==> src/rtl/mem_bus_arbiter.sv <==
// Two-port req/ack arbiter sharing one memory_unit. Round-robin, or fixed port-0 priority under MEM_ARB_FIXED_PRIO_EN.
// Latency from grant (req seen in IDLE): strobe +1, write ack +2, read ack +2+RD_LAT; one IDLE cycle between grants.
// Backpressure: a requester holds req until its ack; req inputs are ignored outside IDLE.
module mem_bus_arbiter #(
  parameter int ADDR_W = 8,
  parameter int DATA_W = 8,
  parameter int RD_LAT = 1
) (
  input  logic              CLOCK,
  input  logic              RESET,
  input  logic              req0,
  input  logic              we0,
  input  logic [ADDR_W-1:0] addr0,
  input  logic [DATA_W-1:0] wdata0,
  output logic              ack0,
  output logic [DATA_W-1:0] rdata0,
  input  logic              req1,
  input  logic              we1,
  input  logic [ADDR_W-1:0] addr1,
  input  logic [DATA_W-1:0] wdata1,
  output logic              ack1,
  output logic [DATA_W-1:0] rdata1,
  output logic [ADDR_W-1:0] mem_addr,
  output logic [DATA_W-1:0] mem_wdata,
  output logic              mem_rd,
  output logic              mem_wr,
  input  logic [DATA_W-1:0] mem_rdata,
  output logic              busy,
  output logic              owner
);

  if (RD_LAT < 1 || RD_LAT > 7) begin : g_bad_rd_lat
    $error("mem_bus_arbiter: RD_LAT must be in 1..7");
  end

  typedef enum logic [1:0] {IDLE, ISSUE, WAIT, DONE} state_t;

  state_t            state;
  logic              we_q;
  logic [2:0]        cnt;
  logic              win;
  logic              sel_we;
  logic [ADDR_W-1:0] sel_addr;
  logic [DATA_W-1:0] sel_wdata;

`ifndef MEM_ARB_FIXED_PRIO_EN
  logic              last_owner;
`endif

  always_comb begin
`ifdef MEM_ARB_FIXED_PRIO_EN
    win = ~req0;
`else
    // On a tie the port that did not win last time goes next.
    win = (req0 & req1) ? ~last_owner : req1;
`endif
    sel_we    = win ? we1    : we0;
    sel_addr  = win ? addr1  : addr0;
    sel_wdata = win ? wdata1 : wdata0;
  end

  always_ff @(posedge CLOCK) begin
    if (RESET) begin
      state     <= IDLE;
      we_q      <= 1'b0;
      cnt       <= 3'd0;
      ack0      <= 1'b0;
      ack1      <= 1'b0;
      rdata0    <= '0;
      rdata1    <= '0;
      mem_addr  <= '0;
      mem_wdata <= '0;
      mem_rd    <= 1'b0;
      mem_wr    <= 1'b0;
      busy      <= 1'b0;
      owner     <= 1'b0;
`ifndef MEM_ARB_FIXED_PRIO_EN
      last_owner <= 1'b1;
`endif
    end else begin
      ack0   <= 1'b0;
      ack1   <= 1'b0;
      mem_rd <= 1'b0;
      mem_wr <= 1'b0;
      case (state)
        IDLE: begin
          if (req0 | req1) begin
            owner     <= win;
`ifndef MEM_ARB_FIXED_PRIO_EN
            last_owner <= win;
`endif
            we_q      <= sel_we;
            mem_addr  <= sel_addr;
            mem_wdata <= sel_wdata;
            // Strobes are registered so they are high exactly while in ISSUE.
            mem_wr    <= sel_we;
            mem_rd    <= ~sel_we;
            busy      <= 1'b1;
            state     <= ISSUE;
          end
        end
        ISSUE: begin
          if (we_q) begin
            ack0  <= ~owner;
            ack1  <= owner;
            state <= DONE;
          end else begin
            cnt   <= 3'(RD_LAT);
            state <= WAIT;
          end
        end
        WAIT: begin
          if (cnt == 3'd1) begin
            if (owner) rdata1 <= mem_rdata;
            else       rdata0 <= mem_rdata;
            ack0  <= ~owner;
            ack1  <= owner;
            state <= DONE;
          end else begin
            cnt <= cnt - 3'd1;
          end
        end
        DONE: begin
          busy  <= 1'b0;
          state <= IDLE;
        end
        default: state <= IDLE;
      endcase
    end
  end

endmodule

==> config.mk <==
export PLATFORM = sky130hd
export DESIGN_NAME = mem_bus_arbiter
export DESIGN_NICKNAME = d
export VERILOG_FILES = /design/src/rtl/mem_bus_arbiter.sv
export SDC_FILE = /design/constraint.sdc
export NUM_CORES = 1
export LEC_CHECK = 0
export BUFFER_PORTS_ARGS = -buffer_cell sky130_fd_sc_hd__buf_4
export CAP_MARGIN = 20
export CORE_ASPECT_RATIO = 1.2
export CORE_MARGIN = 3
export CORE_UTILIZATION = 47
export CTS_CLUSTER_SIZE = 30
export DETAILED_ROUTE_END_ITERATION = 8
export GPL_TIMING_DRIVEN = 0
export PLACE_DENSITY_LB_ADDON = 0.12
export SLEW_MARGIN = 0
export SYNTH_ARGS = -nofsm -noshare
export SYNTH_HDL_FRONTEND = slang
export SYNTH_SLANG_ARGS = --single-unit
==> constraint.sdc <==
create_clock -name CLOCK -period 1.9 [get_ports CLOCK]
set_clock_uncertainty 0.2 [all_clocks]
set_input_delay 0.095 -clock CLOCK [delete_from_list [all_inputs] [get_ports CLOCK]]
set_output_delay 0.095 -clock CLOCK [all_outputs]
set_load 0.01 [all_outputs]
After elaboration in Yosys (flattened, before gate mapping). Index checks and enable logic that the tools add are counted.

Eq/ne operators: 8. Mux-type cells: 19. Bitwise logic cells: 7. $add $sub $neg: 1. Reduce and logical (&&, ||, !) cells: 10.

Operator list (count): $mux 8 (2); $reduce_and 3->1 (3); $mux 1 (8); $ne 2x2->1 const B (4); $pmux 2 s4 (1); $mux 3 (2); $pmux 1 s2 (3); $pmux 3 s2 (1); $reduce_and 2->1 (3); $not 1->1 (5); $eq 2x2->1 const B (2); $mux 2 (2); $reduce_bool 2->1 (2); $eq 3x1->1 const B (1); $reduce_or 3->1 (1); $sub 3x1->3 const B (1); $eq 2x1->1 const B (1); $logic_not 2->1 (1); $and 1x1->1 (1); $or 1x1->1 (1).

Bits of input ports: 46. Flip-flop bits (word level): 45.

Depth between registers and ports, before layout. Gate-level depths: netlist of run 1.

Depth after elaboration: 4. Mapped depth: 7. Depth with buffers taken out: 6.

Worst setup path before layout of run 1. OpenSTA, ideal clock, no wires.

Path kind: reg-to-reg. From: reg state[0]. To: reg rdata0[7]. Stages on the path, launching flop included: 7. Path slack: 207 ps. Arrival: 1365 ps. Period minus slack after synthesis: 1693 ps. Data required time: 1572 ps. Cells stage by stage: dfxtp_1 > inv_1 > ha_1 > nor3b_1 > buf_2 > mux2i_1 > nor2_1.

Cells in the longest elaborated chain, start to end: 2.

RTL lines: start: declaration (RTL line 38) `state_t state;`; start signal: assignment (RTL line 64) `state <= IDLE;`; start signal: assignment (RTL line 99) `state <= ISSUE;`; start signal: assignment (RTL line 106) `state <= DONE;`; $eq 2x2->1 (RTL line 85) `case (state)`; $reduce_and 3->1 (no line); end signal: assignment (RTL line 115) `else rdata0 <= mem_rdata;`; end: declaration (RTL line 16) `output logic [DATA_W-1:0] rdata0,`.

Every way passes these cells. A chain may end at the register's enable or synchronous reset.

Worst setup path in the final report of run 1.
From: reg last_owner. To: reg mem_addr[1].

Cells in the longest elaborated chain, start to end: 3.

RTL lines: start: declaration (RTL line 47) `logic last_owner;`; start signal: assignment (RTL line 90) `last_owner <= win;`; $not 1->1 (RTL line 55) `win = (req0 & req1) ? ~last_owner : req1;`; $mux 1 (RTL line 55); $mux 8 (RTL line 58) `sel_addr = win ? addr1 : addr0;`; end signal: assignment (RTL line 93) `mem_addr <= sel_addr;`; end: declaration (RTL line 23) `output logic [ADDR_W-1:0] mem_addr,`.

Every way passes these cells.

==> summary.md, run 1 <==
| Metric | Value |
|---|---|
| Violations in the final reports | `negative hold slack` |
| Core area | `0.003973 mm^2` |
| Pre-CTS setup slack | `-0.06906 ns` |
| TritonCTS Buffers | `5` |
| Clock Tree Buf Depth | `2` |
| Async set or reset register ratio after synthesis | `0%` |
| Critical Path Start Type | `flop` |
| Top library cells by usage in the layout, fill and taps aside | `89 x sky130_fd_sc_hd__buf_4, 43 x sky130_fd_sc_hd__dfxtp_1, 40 x sky130_fd_sc_hd__dlygate4sd3_1, 32 x sky130_fd_sc_hd__nor2_1, 25 x sky130_fd_sc_hd__mux2i_1` |
| Number of sinks on the clock net | `45` |
| Top FF cell, synth | `sky130_fd_sc_hd__dfxtp_1` |
| Launching element of the worst setup path | `last_owner` |
| Smallest setup slack after layout | `0.08680 ns` |
| Flop and latch count out of synthesis | `45` |
| Total number of vias | `1956` |
| Number of non-filler instances in the completed layout | `391` |
| Yosys warnings | `0` |
| Clock input transition at the sequential cells of the worst setup and hold paths | `0.09 ns` |
| Master cell of the clock root buffer | `sky130_fd_sc_hd__clkbuf_8` |
| Number of enable flip-flop cells after synthesis | `0` |
| Initial cell density of the core | `49.01%` |
| Worst relative slew slack | `58.27%` |
| Antenna diode count | `0` |
| Final Critical Period | `1.813 ns` |
| Final critical-path share of the clock period | `95.43%` |
| Final-report hold violation count | `2` |
| Netlist area before placement | `0.001947 mm^2` |
| Max rail drop VDD | `859.6 uV` |
| Worst endpoint data arrival time | `1.79 ns` |
| Crit path max fanout | `5` |
| Net count reported at finish | `390` |
| GRT Util Overall | `23.10%` |
| CTS H-tree depth | `2` |
| Die Outline Area | `0.004953 mm^2` |
| CP required | `1.87 ns` |
| Max-capacitance violation count | `0` |
| Storage cell area | `903.4 um^2` |
| Post-layout power | `3.528 mW` |
| Area taken by multi-input logic gates | `0.001006 mm^2` |
| Via-to-Cell Ratio | `5.003` |
| Placed Cells incl. Taps | `339` |
| Number of design-rule violations left by the first detailed-router iteration | `89` |
| Cell row count | `25` |
| Height of the chip | `76.50 um` |
| Nature of the critical path endpoint | `flop` |
| Wire length of the first global-routing pass | `9052 um` |
| Status | `complete, but fails checks` |
| Remaining global-route overflow | `0` |
| Detailed Place HPWL | `3458 um` |
| Remaining DRCs | `0` |
| Fmax | `551.5 MHz` |
| Critical path start-end classification | `flop to flop` |
| Maximum number of pins on one net before global-route repair | `17` |
| Post-synthesis cell count | `203` |
| Number of global-route vias before repair | `1899` |
| Leakage component of the power | `1.385 nW` |
| Final hold slack | `-0.002516 ns` |
| Number of max-slew violations in the final report | `0` |
| Ports placed on the boundary | `84` |
| Area added between synthesis and finish | `65.36%` |
| Insertion delay to the later sink of the worst-skew pair | `0.30 ns` |
| Width of the die | `64.75 um` |
| Unrepaired setup endpoints after global routing | `true` |
| Crit Reg-Reg Startpoint | `last_owner` |
| Mean cell area of the mapped netlist | `9.590 um^2` |
| Path type of the worst min-delay path | `input port to flop` |
| Count of antenna-violating nets left after detailed routing | `0` |
| Power density over cell area | `1096 mW/mm^2` |
| Hold path startpoint | `addr1[6]` |
| Detailed-route wire length | `5539 um` |
| Fraction of the yosys area taken by sequential cells | `46.27%` |
| Transition at the pin with the smallest max-transition slack | `0.6194 ns` |
| TritonCTS clock tree | `yes` |
| Share of layout cells above drive strength 1 | `35.31%` |
| Final core area utilization | `81.04%` |
| Average detailed-routed wire length per instance | `14.17 um` |
| Leading cell type in the layout, fill and taps excluded | `sky130_fd_sc_hd__buf_4` |
| Number of distinct library cell variants in the gate-level netlist after synthesis | `32` |
| Routability-driven placement congestion ratio | `0.8312` |
| # port buffers | `82` |
| Total iterations of the first detailed-routing run | `4` |
| Fill cell count | `252` |
| Number of setup violations in the final report | `0` |
| Mapped Nets | `257` |
| Number of antenna violations at the first check in global routing | `0` |
## logic make-up after synthesis
logic type	share of synthesized area [%]
and+or+nand+nor	15.62
DFF	46.27
AOI/OAI and AO/OA	14.20
muxes	13.95
buffers and inverters	4.820
adders and majority gates	5.142
## flip-flops by register name, summed over array words and instances (netlist names)
name        count
mem_addr        8
mem_wdata       8
rdata0          8
rdata1          8
cnt             3
state           2
ack0            1
ack1            1
busy            1
last_owner      1
mem_rd          1
mem_wr          1
owner           1
we_q            1
## final cells by class
cell class / instances / share of cell area, %
clock buffers: 5 / 2.138
multi-input cells: 141 / 31.25
repair buffers: 126 / 32.49
inverters: 4 / 0.4664
plain buffers: 13 / 2.721
flip-flops and latches: 45 / 28.06
well taps: 54 / 2.099
clock inverters: 3 / 0.7773
## synthesized netlist by cell type (2+ instances only)
cell / number / area share [%]
sky130_fd_sc_hd__o21ai_0: 2 / 0.51
sky130_fd_sc_hd__mux2i_1: 26 / 13
sky130_fd_sc_hd__a21bo_2: 2 / 1.0
sky130_fd_sc_hd__a22oi_1: 2 / 0.77
sky130_fd_sc_hd__a31oi_1: 2 / 0.64
sky130_fd_sc_hd__nand2b_1: 3 / 0.96
sky130_fd_sc_hd__buf_2: 5 / 1.3
sky130_fd_sc_hd__nor2b_1: 2 / 0.64
sky130_fd_sc_hd__a211oi_1: 17 / 6.6
sky130_fd_sc_hd__ha_1: 8 / 5.1
sky130_fd_sc_hd__nor4b_1: 2 / 0.90
sky130_fd_sc_hd__clkbuf_1: 6 / 1.2
sky130_fd_sc_hd__a21oi_1: 12 / 3.1
sky130_fd_sc_hd__dfxtp_1: 45 / 46
sky130_fd_sc_hd__inv_1: 4 / 0.77
sky130_fd_sc_hd__nor3b_1: 2 / 0.77
sky130_fd_sc_hd__nor3_1: 2 / 0.51
sky130_fd_sc_hd__nor2_1: 32 / 6.2
sky130_fd_sc_hd__nand2_1: 16 / 3.1
## stage by stage
step	area (um^2)	TNS, ns
2_1_floorplan	1947	0
3_3_place_gp	2630	-0.7523
3_5_place_dp	2630	-0.6072
4_1_cts	3158	0
5_1_grt	3219	-0.06911
6_report	3219	0
## layer usage
layer  track usage (%)  up-vias  part of all wire [%]
li1                  -      972                     -
met1             25.85      907                    39
met2             42.07       62                    54
met3             3.982       15                   4.4
met4             9.302        0                   2.7
met5                 0        -                     0
## final timing paths
| kind | slack, ns | cells past startpoint | end |
|---|---|---|---|
| worst max-delay path | 0.09 | 5 | mem_addr[1] |
| worst min-delay path | -0.003 | 3 | mem_addr[6] |
| worst min register to register | 0.26 | 2 | rdata1[5] |
| worst max register to register | 0.09 | 5 | mem_addr[1] |
## report_power, final
| group | switching [mW] | total (mW) | internal (mW) | leakage, nW |
|---|---|---|---|---|
| logic | 0.803 | 1.60 | 0.797 | 0.971 |
| clock network | 0.354 | 0.623 | 0.268 | 0.0452 |
| registers | 0.147 | 1.31 | 1.16 | 0.369 |
## worst max-delay path, stage by stage, from the launching register on
cell	delay [ns]
sky130_fd_sc_hd__dfxtp_2	0.35
sky130_fd_sc_hd__a21boi_2	0.17
sky130_fd_sc_hd__buf_6	0.15
sky130_fd_sc_hd__mux2i_1	0.18
sky130_fd_sc_hd__dlygate4sd3_1	0.58
sky130_fd_sc_hd__a211oi_2	0.06
## what timing repair did
action,in CTS,in global routing
hold buffers,42,0
gates resized for setup,4,18
cloned,0,1
setup buffers,0,3
endpoints found under the hold margin,34,0
pin swaps,0,1
endpoints found under the setup margin,16,37
No activity file was read; power rests on OpenSTA's default activity.
==> run 2: changes to the inputs <==
--- a/config.mk
+++ b/config.mk
@@ -12,7 +12,6 @@
 export CORE_UTILIZATION = 47
 export CTS_CLUSTER_SIZE = 30
 export DETAILED_ROUTE_END_ITERATION = 8
-export GPL_TIMING_DRIVEN = 0
 export PLACE_DENSITY_LB_ADDON = 0.12
 export SLEW_MARGIN = 0
 export SYNTH_ARGS = -nofsm -noshare
==> constraint.sdc (replaced) <==
create_clock -name CLOCK -period 1.7 [get_ports CLOCK]
set_clock_uncertainty 0.2 [all_clocks]
set_input_delay 0.085 -clock CLOCK [delete_from_list [all_inputs] [get_ports CLOCK]]
set_output_delay 0.085 -clock CLOCK [all_outputs]
set_load 0.01 [all_outputs]
==> summary.md, run 2 (synthesized netlist as in run 1, its figures left out) <==
| Metric | Value |
|---|---|
| Fmax | `598.7 MHz (was 551.5 MHz)` |
| GRT Util Overall | `24.16% (was 23.10%)` |
| Met2 track demand over resource | `45.14% (was 42.07%)` |
| Leakage component of the power | `1.433 nW (was 1.385 nW)` |
| Master cell of the clock root buffer | `sky130_fd_sc_hd__clkbuf_8 (unchanged)` |
| Remaining DRCs | `0 (unchanged)` |
| Max rail drop VDD | `739.6 uV (was 859.6 uV)` |
| Ports placed on the boundary | `84 (unchanged)` |
| Top library cells by usage in the layout, fill and taps aside | `94 x sky130_fd_sc_hd__buf_4, 43 x sky130_fd_sc_hd__dfxtp_1, 43 x sky130_fd_sc_hd__dlygate4sd3_1, 31 x sky130_fd_sc_hd__nor2_1, 26 x sky130_fd_sc_hd__mux2i_1 (was 89 x sky130_fd_sc_hd__buf_4, 43 x sky130_fd_sc_hd__dfxtp_1, 40 x sky130_fd_sc_hd__dlygate4sd3_1, 32 x sky130_fd_sc_hd__nor2_1, 25 x sky130_fd_sc_hd__mux2i_1)` |
| Count of antenna-violating nets left after detailed routing | `0 (unchanged)` |
| Cell row count | `25 (unchanged)` |
| Number of antenna violations at the first check in global routing | `1 (was 0)` |
| Number of sinks on the clock net | `45 (unchanged)` |
| Critical Path Start Type | `flop (unchanged)` |
| Average detailed-routed wire length per instance | `14.94 um (was 14.17 um)` |
| Final critical-path share of the clock period | `98.26% (was 95.43%)` |
| Nature of the critical path endpoint | `flop (unchanged)` |
| Share of layout cells above drive strength 1 | `36.39% (was 35.31%)` |
| Number of max-slew violations in the final report | `0 (unchanged)` |
| Height of the chip | `76.50 um (unchanged)` |
| Detailed Place HPWL | `3332 um (was 3458 um)` |
| Cell family with the largest share of critical-path delay | `flip-flops (was buffers and inverters)` |
| Status | `complete, no violations (was complete, but fails checks)` |
| Cell with the largest stage delay on the worst path | `sky130_fd_sc_hd__dfxtp_2 (was sky130_fd_sc_hd__dlygate4sd3_1)` |
| Final hold slack | `0.006596 ns (was -0.002516 ns)` |
| Number of global-route vias before repair | `2064 (was 1899)` |
| Crit path max fanout | `28 (was 5)` |
| Worst relative slew slack | `69.93% (was 58.27%)` |
| Net count reported at finish | `391 (was 390)` |
| Fill cell count | `223 (was 252)` |
| Worst endpoint data arrival time | `1.67 ns (was 1.79 ns)` |
| Routability-driven placement congestion ratio | `0.8966 (was 0.8312)` |
| TritonCTS Buffers | `5 (unchanged)` |
| TritonCTS clock tree | `yes (unchanged)` |
| # port buffers | `83 (was 82)` |
| Detailed-route wire length | `5873 um (was 5539 um)` |
| Bufs and invs on worst path | `2 (unchanged)` |
| Clock power share | `19.6% (was 17.6%)` |
| Remaining global-route overflow | `0 (unchanged)` |
| Clock Tree Buf Depth | `2 (unchanged)` |
| Worst reg-to-reg setup slack | `0.03 ns (was 0.09 ns)` |
| Insertion delay to the later sink of the worst-skew pair | `0.29 ns (was 0.30 ns)` |
| Total Negative Setup Slacks | `0 ns (unchanged)` |
| CP required | `1.70 ns (was 1.87 ns)` |
| Met1 Track Usage GR | `25.67% (was 25.85%)` |
| Clock input transition at the sequential cells of the worst setup and hold paths | `0.09 ns (about the same)` |
| Number of setup violations in the final report | `0 (unchanged)` |
| Die Outline Area | `0.004953 mm^2 (unchanged)` |
| Number of design-rule violations left by the first detailed-router iteration | `123 (was 89)` |
| Instance area after placement | `0.002684 mm^2 (was 0.002630 mm^2)` |
| Max-capacitance violation count | `0 (unchanged)` |
| Smallest setup slack after layout | `0.02963 ns (was 0.08680 ns)` |
| Area added between synthesis and finish | `68.77% (was 65.36%)` |
| Total non-filler cell area in the finished layout | `0.003286 mm^2 (was 0.003219 mm^2)` |
| Pre-CTS setup slack | `-0.1078 ns (was -0.06906 ns)` |
| Seq pwr share | `34.7% (was 37.0%)` |
| Worst-path cell chain | `inv_2 -> ha_4 -> nor2b_4 -> buf_12 -> nor2_1 -> a211oi_1 (was a21boi_2 -> buf_6 -> mux2i_1 -> dlygate4sd3_1 -> a211oi_2)` |
| Switching power as a share of total power | `34.84% (was 36.96%)` |
| Core area | `0.003973 mm^2 (unchanged)` |
| Width of the die | `64.75 um (unchanged)` |
| Total number of vias | `1967 (was 1956)` |
| Total iterations of the first detailed-routing run | `6 (was 4)` |
| Final Critical Period | `1.670 ns (was 1.813 ns)` |
| Unrepaired setup endpoints after global routing | `true (unchanged)` |
| Net load switching power | `1.461 mW (was 1.304 mW)` |
| Critical path start-end classification | `flop to flop (unchanged)` |
| Final-report hold violation count | `0 (was 2)` |
| M3 GR Usage | `6.047% (was 3.982%)` |
| Transition at the pin with the smallest max-transition slack | `0.4511 ns (was 0.6194 ns)` |
| Path type of the worst min-delay path | `input port to flop (unchanged)` |
| CTS H-tree depth | `2 (unchanged)` |
| Largest stage delay on the critical path | `0.35 ns (was 0.58 ns)` |
| Cell-internal power | `2.732 mW (was 2.224 mW)` |
| Combinational share of power | `45.6% (was 45.3%)` |
| Maximum number of pins on one net before global-route repair | `46 (was 17)` |
| Via-to-Cell Ratio | `5.005 (was 5.003)` |
| Power density over cell area | `1276 mW/mm^2 (was 1096 mW/mm^2)` |
| Most used routing layer in global routing | `met2 (unchanged)` |
| Wire length of the first global-routing pass | `9494 um (was 9052 um)` |
| Leading cell type in the layout, fill and taps excluded | `sky130_fd_sc_hd__buf_4 (unchanged)` |
| Initial cell density of the core | `49.01% (unchanged)` |
## run 2: cell types whose count changed in the layout (fill, tap and decap cells not counted), sizes merged
cell | before | now
diode | 0 | 1
inv | 6 | 5
clkinv | 0 | 1
dlygate4sd3 | 40 | 43
bufinv | 0 | 1
clkbuf | 11 | 5
buf | 93 | 97
clkinvlp | 1 | 0
## run 2: worst paths after layout
path | to | cells past startpoint | startpoint
hold reg to reg | rdata1[5] | 2 | rdata1[5]
setup reg to reg | mem_addr[6] | 6 | state[0]
setup / recovery | mem_addr[6] | 6 | state[0]
hold / removal | rdata0[2] | 2 | RESET
## run 2: layer usage
| metal | up-vias | routed length, um |
|---|---|---|
| met3 | 17 | 291 |
| met4 | 0 | 154 |
| li1 | 975 | - |
| met1 | 908 | 2252 |
| met5 | - | 0 |
| met2 | 67 | 3175 |
## run 2: worst register-to-register path, stage by stage, from the launching register on
cell and delay [ns]:
sky130_fd_sc_hd__dfxtp_2 0.35, sky130_fd_sc_hd__inv_2 0.12, sky130_fd_sc_hd__ha_4 0.19, sky130_fd_sc_hd__nor2b_4 0.19, sky130_fd_sc_hd__buf_12 0.18, sky130_fd_sc_hd__nor2_1 0.07, sky130_fd_sc_hd__a211oi_1 0.28
## run 2: cell type report
cell class                      count  area [um^2]  share of cell area [%]
Timing Repair Buffer              140         1187                   36.14
Inverter                            4        15.01                  0.4570
Antenna cell                        1        2.502                 0.07616
Clock inverter                      3        43.79                   1.333
Sequential cell                    45        903.4                   27.49
Tap cell                           54        67.56                   2.056
Multi-Input combinational cell    141        997.2                   30.35
Clock buffer                        5        68.82                   2.094
## run 2: power groups by stage
stage          sequential, mW  combinational [mW]  clock (mW)
4_1_cts                  1.44                1.80       0.830
2_1_floorplan            1.52               0.877           0
3_3_place_gp             1.44                1.64           0
3_5_place_dp             1.45                1.67           0
5_1_grt                  1.48                2.10       0.881
6_report                 1.46                1.91       0.824
## run 2: per-stage QoR
| step | cells | total power, mW | utilization (%) |
|---|---|---|---|
| floorplan | 203 | 2.400 | - |
| global placement | 340 | 3.076 | 67.56 |
| detailed placement | 340 | 3.121 | 67.56 |
| CTS | 391 | 4.069 | 81.64 |
| global route | 393 | 4.464 | 82.71 |
| finish | 393 | 4.193 | 82.71 |
## run 2: timing repair
| item | 4_1_cts | 5_1_grt |
|---|---|---|
| resized for setup | 6 | 9 |
| endpoints found under the setup margin | 28 | 35 |
| hold endpoints to repair | 34 | 0 |
| buffers inserted | 0 | 1 |
| pin swaps | 0 | 2 |
| hold buffers | 43 | 0 |
